### config.mk
export PLATFORM = sky130hd
export DESIGN_NAME = spike_event_arbiter
export DESIGN_NICKNAME = d
export VERILOG_FILES = /design/src/rtl/neuro_pkg.sv /design/src/rtl/spike_event_arbiter_rr.sv /design/src/rtl/spike_event_arbiter.sv
export SDC_FILE = /design/constraint.sdc
export NUM_CORES = 1
export LEC_CHECK = 0
export ABC_CLOCK_PERIOD_IN_PS = 6300
export BUFFER_PORTS_ARGS = -buffer_cell sky130_fd_sc_hd__buf_2
export CAP_MARGIN = 10
export CORE_MARGIN = 1.5
export CORE_UTILIZATION = 39
export CTS_BUF_LIST = sky130_fd_sc_hd__clkbuf_16
export CTS_CLUSTER_SIZE = 12
export DETAILED_ROUTE_END_ITERATION = 10
export GPL_TIMING_DRIVEN = 0
export HOLD_SLACK_MARGIN = 0.02
export PLACE_DENSITY_LB_ADDON = 0.2
export SYNTH_ARGS = -nofsm -noshare
export SYNTH_HDL_FRONTEND = slang
export SYNTH_SLANG_ARGS = --single-unit
### constraint.sdc
create_clock -name clk -period 6.3 [get_ports clk]
set_input_delay 0.315 -clock clk [delete_from_list [all_inputs] [get_ports clk]]
set_output_delay 0.315 -clock clk [all_outputs]
set_load 0.02 [all_outputs]
### src/rtl/neuro_pkg.sv
// Shared address-event (AER) definitions for the neuromorphic fabric.
// Pure types and constants: no latency, no backpressure.
package neuro_pkg;
    localparam int ID_WIDTH     = 3;
    localparam int TS_WIDTH     = 16;
    localparam int DROP_CNT_MAX = 255;

    typedef struct packed {
        logic [ID_WIDTH-1:0] id;
        logic [TS_WIDTH-1:0] ts;
    } aer_event_t;
endpackage

### src/rtl/spike_event_arbiter_rr.sv
// Round-robin picker: scans upward from last_grant_i+1 (mod N), first request wins.
// Purely combinational; en_i low suppresses every grant.
module rr_arbiter #(
    parameter int N  = 8,
    parameter int IW = $clog2(N)
) (
    input  logic [N-1:0]  req_i,
    input  logic [IW-1:0] last_grant_i,
    input  logic          en_i,
    output logic [N-1:0]  gnt_o,
    output logic [IW-1:0] idx_o,
    output logic          any_grant_o
);
    int          cand_w;
    logic [IW-1:0] cand;

    always_comb begin
        gnt_o       = '0;
        idx_o       = '0;
        any_grant_o = 1'b0;
        cand_w      = 0;
        cand        = '0;
        for (int k = 1; k <= N; k++) begin
            cand_w = (int'(last_grant_i) + k) % N;
            cand   = IW'(cand_w);
            if (en_i && !any_grant_o && req_i[cand]) begin
                gnt_o[cand] = 1'b1;
                idx_o       = cand;
                any_grant_o = 1'b1;
            end
        end
    end
endmodule

### src/rtl/spike_event_arbiter.sv
// Serialises neuron spike pulses into AER {id, ts} events; spike to aer_valid is 2 cycles.
// Valid/ready output register; a busy register stalls grants while spikes keep being captured.
module spike_event_arbiter #(
    parameter int NUM_NEURONS = 8,
    parameter int ID_WIDTH    = neuro_pkg::ID_WIDTH,
    parameter int TS_WIDTH    = neuro_pkg::TS_WIDTH
) (
    input  logic                   clk,
    input  logic                   rst,
    input  logic                   enable,
    input  logic [NUM_NEURONS-1:0] spike_in,
    output logic                   aer_valid,
    input  logic                   aer_ready,
    output logic [ID_WIDTH-1:0]    aer_id,
    output logic [TS_WIDTH-1:0]    aer_ts,
    output logic [7:0]             drop_count,
    input  logic                   drop_clr
);
    import neuro_pkg::*;

    localparam logic [ID_WIDTH-1:0] LAST_RST = ID_WIDTH'(NUM_NEURONS - 1);

    logic [NUM_NEURONS-1:0] pending_q, pending_d;
    logic [NUM_NEURONS-1:0] gnt, drops;
    logic [ID_WIDTH-1:0]    last_grant_q, last_grant_d, win_idx;
    logic [TS_WIDTH-1:0]    ts_q;
    logic                   aer_valid_q, aer_valid_d;
    logic [ID_WIDTH-1:0]    aer_id_q, aer_id_d;
    logic [TS_WIDTH-1:0]    aer_ts_q, aer_ts_d;
    logic [7:0]             drop_cnt_q, drop_cnt_d;
    logic [9:0]             drop_sum;
    logic                   out_free, any_grant;

    // The output register can take a new event when empty or draining this cycle.
    assign out_free = !aer_valid_q || aer_ready;

    rr_arbiter #(
        .N  (NUM_NEURONS),
        .IW (ID_WIDTH)
    ) u_rr (
        .req_i        (pending_q),
        .last_grant_i (last_grant_q),
        .en_i         (enable && out_free),
        .gnt_o        (gnt),
        .idx_o        (win_idx),
        .any_grant_o  (any_grant)
    );

    always_comb begin
        // A spike landing on its own grant cycle re-arms the bit as a fresh event.
        pending_d    = (pending_q & ~gnt) | spike_in;
        drops        = spike_in & pending_q & ~gnt;
        drop_sum     = 10'(drop_cnt_q) + 10'($countones(drops));
        if (drop_clr)
            drop_cnt_d = '0;
        else if (drop_sum > 10'(DROP_CNT_MAX))
            drop_cnt_d = 8'(DROP_CNT_MAX);
        else
            drop_cnt_d = drop_sum[7:0];

        last_grant_d = any_grant ? win_idx : last_grant_q;
        aer_valid_d  = aer_valid_q;
        aer_id_d     = aer_id_q;
        aer_ts_d     = aer_ts_q;
        if (any_grant) begin
            aer_valid_d = 1'b1;
            aer_id_d    = win_idx;
            aer_ts_d    = ts_q;
        end else if (aer_valid_q && aer_ready) begin
            aer_valid_d = 1'b0;
        end
    end

    always_ff @(posedge clk or posedge rst) begin
        if (rst) begin
            pending_q    <= '0;
            ts_q         <= '0;
            last_grant_q <= LAST_RST;
            aer_valid_q  <= 1'b0;
            aer_id_q     <= '0;
            aer_ts_q     <= '0;
            drop_cnt_q   <= '0;
        end else begin
            pending_q    <= pending_d;
            ts_q         <= ts_q + 1'b1;
            last_grant_q <= last_grant_d;
            aer_valid_q  <= aer_valid_d;
            aer_id_q     <= aer_id_d;
            aer_ts_q     <= aer_ts_d;
            drop_cnt_q   <= drop_cnt_d;
        end
    end

    assign aer_valid  = aer_valid_q;
    assign aer_id     = aer_id_q;
    assign aer_ts     = aer_ts_q;
    assign drop_count = drop_cnt_q;
endmodule
==> metrics.txt <==
initial antenna violation count=0; Die Width=103 µm; Arr. time, crit path=6430 ps; yosys warns=0; Post-Layout Inst Area=around 0.0051 mm²; Final Critical Period=6200 ps; DP Area=approximately 0.0043 mm²; Die ar.=~0.011 mm²; Remaining DRCs=0; vias per inst=6.04; gp weighted congestion=~0.98; Final Hold Fails=0; Synth Area in Compound Gates=approximately 17%; Buffers on Ports=39; clk slew on worst S/H paths=~80 ps; Sink Count=55; Max Buffers Root-to-Sink=2; largest family of logic cells by synthesized area=simple AND/OR/NAND/NOR gates; Hold WS=70.6 ps; Post-synth ARST share=100%; Place WS=-795 ps; CP endpoint kind=flop; fmax=0.161 GHz; post-synthesis average cell area=slightly below 10 µm²; WL final=around 12,000 µm; final worst setup slack=around 96 ps; number of synthesized register bits=55; skew final=~7.9 ps; ys flop type=dfrtp_1; GR Util All Layers=23.7%; antenna diode count=0; Worst Tran Pin Value=756 ps; Die H=103 µm; net count after synthesis=between 400 and 500; Starting Density=between 40% and 50%; FF-to-FF Start=last_grant_q[2]$_DFFE_PP1P_; post-synthesis mux area share=between 10% and 20%; TritonRoute pass-1 iters=6; area leader, netlist=dfrtp_1; worst path required time=about 6500 ps; Num CTS Buffers=5; total power=around 3000 µW; largest net degree at the start of global routing=30; CP Launch Point=last_grant_q[2]$_DFFE_PP1P_; internal reg-to-reg setup slack=between 90 and 100 ps; total number of vias=roughly 3,800; max-capacitance violation count=0; Slew Limit Fails=0; first-pass GRT wire length=between 15,000 and 20,000 µm; Worst VDD drop=0.309 mV; met3 GRT Util=just over 4%; Synth Area in Adders=6.69%; wire per inst=roughly 19 µm; Core ar.=slightly below 0.01 mm²; most used routing layer=met2; vias in the first global route=3,703; Final setup viols=0; post-synthesis cell type count=63; Area Overhead vs Synth=30.5%; placed wire-length estimate=between 8000 and 9000 µm; Post-Layout Cell Count=about 640; Yosys top cell area share=33.1%; Final period util=between 90% and 100%; total gr overflow=0; Min-Delay Path Class=primary input to async pin; sequential fraction of the synthesis area=roughly a third; remaining antenna violation count=0; count leader, synth=dfrtp_1; htree depth=2; Worst path max stage delay=590 ps; most frequent cell on the critical path=buf_4; peak fanout along the critical path=10; Synth top cells by count=52 x dfrtp_1, 31 x a21oi_1, 28 x nand4_1; r2r worst-path depth=38; met1 Use GR=33.1%; Mapped Area=0.00393 mm²; root buf cell=clkbuf_16; xor/xnor cell area share of the yosys netlist=between 4 and 5%; Leak=~0.0023 µW; nets=~530; Worst-Skew Late Latency=~300 ps; RSZ-0062 raised after global routing=true; Slew HR=between 40 and 50%; DP Cell Count=~570; Synth area leaders=dfrtp_1 33%, mux4_2 4.6%, nand4_1 4.5%; Row Count=36; status=completed; Cells after Synth=between 300 and 400; critical path's slowest cell=dfstp_2; reg2reg end=pending_q[0]$_DFF_PP0_; Cell Pwr Density=a little under 600 mW/mm²; M2 GR Usage=36.6%; number of flops mapped to enable cells by yosys=0; Simple-Gate Fraction of Synth Area=between 15 and 20%; CTS tree=built; startpoint types=flop; share of layout cells above drive strength 1=32.6%; fill count=910; Setup CP Type=flop to flop; Iter 0 DRT Violations=490; Top Ports=41
final cells by class:
type | count | area (µm²) | area share, %
multi-input combinational | 308 | 2530 | 49.3
clock buffer | 5 | 125 | 2.44
buffer | 19 | 158 | 3.07
inverter | 15 | 67.6 | 1.32
clock inverter | 3 | 33.8 | 0.659
tap | 133 | 166 | 3.24
sequential | 55 | 1380 | 26.9
timing repair buffer | 98 | 672 | 13.1
kinds of logic (layout without fill, tap and decap cells):
group | Yosys count | in the layout
fa+ha+maj | 18 | 18
compound gates | 97 | 97
simple gates | 134 | 134
buf+inv | 36 | 140
xor+xnor | 22 | 22
mux | 37 | 37
flops | 55 | 55
cell usage in the layout (no fill, tap or decap), types with 6 or more instances in the layout:
cell,count
o21bai_1,6
nand2_1,24
nor2_1,17
dfrtp_1,52
nand3_1,19
xnor2_1,12
ha_1,11
mux2_1,15
inv_1,12
clkbuf_16,6
mux4_2,8
buf_4,60
a21oi_1,28
o21ai_0,12
a31oi_1,6
clkbuf_1,6
mux2_2,7
nor2b_1,7
and2_1,6
buf_2,40
xor2_1,10
nand4_1,28
registers in the layout, summed over array words and instances (netlist names):
name and cells:
aer_id 3, pending_q 8, ts_q 16, aer_valid 1, drop_count 8, last_grant_q 3, aer_ts 16
routing by layer:
metal / part of all wire, % / routed length (µm)
met1: 42 / 5120
met2: 46 / 5640
met3: 8.5 / 1050
met4: 4.0 / 494
met5: 0 / 0
timing repair:
action                     4_1_cts  5_1_grt
gates cloned                     0        1
hold buffers                     0        0
setup buffers                   39       18
pin swaps                        6       10
gates resized for setup         30       18
setup endpoints to repair        8        9
through the flow:
| stage | util, % | setup TNS [ps] |
|---|---|---|
| after floorplan | - | 0 |
| after global placement | 44.1 | -5940 |
| after detailed placement | 44.3 | -6240 |
| after CTS | 50.0 | 0 |
| after global routing | 52.5 | -155 |
| final | 52.5 | 0 |
where the power goes:
group | internal [µW] | switching (µW)
Combinational | 1030 | 1190
Sequential | 431 | 72.7
Clock | 154 | 148
Total | 1610 | 1410
how the worst max path moves through the flow:
stage | depth (start not counted) | endpoint | slack [ps]
4_1_cts | 20 | drop_count[0]$_DFF_PP0_ | 3
3_3_place_gp | 24 | drop_count[0]$_DFF_PP0_ | -760
5_1_grt | 38 | pending_q[0]$_DFF_PP0_ | -50
3_5_place_dp | 22 | drop_count[0]$_DFF_PP0_ | -790
2_1_floorplan | 24 | drop_count[0]$_DFF_PP0_ | 40
6_report | 38 | pending_q[0]$_DFF_PP0_ | 100
worst max-delay path, delay by kind of cell, from the launching register on:
family / cells / cell delay [ps]
and+or+nand+nor: 3 / 480
muxes: 1 / 180
DFF: 1 / 590
AOI/OAI and AO/OA: 2 / 410
buffers and inverters: 31 / 4130
adders and majority gates: 1 / 340
Note: power is estimated with default switching activity, not from simulation.
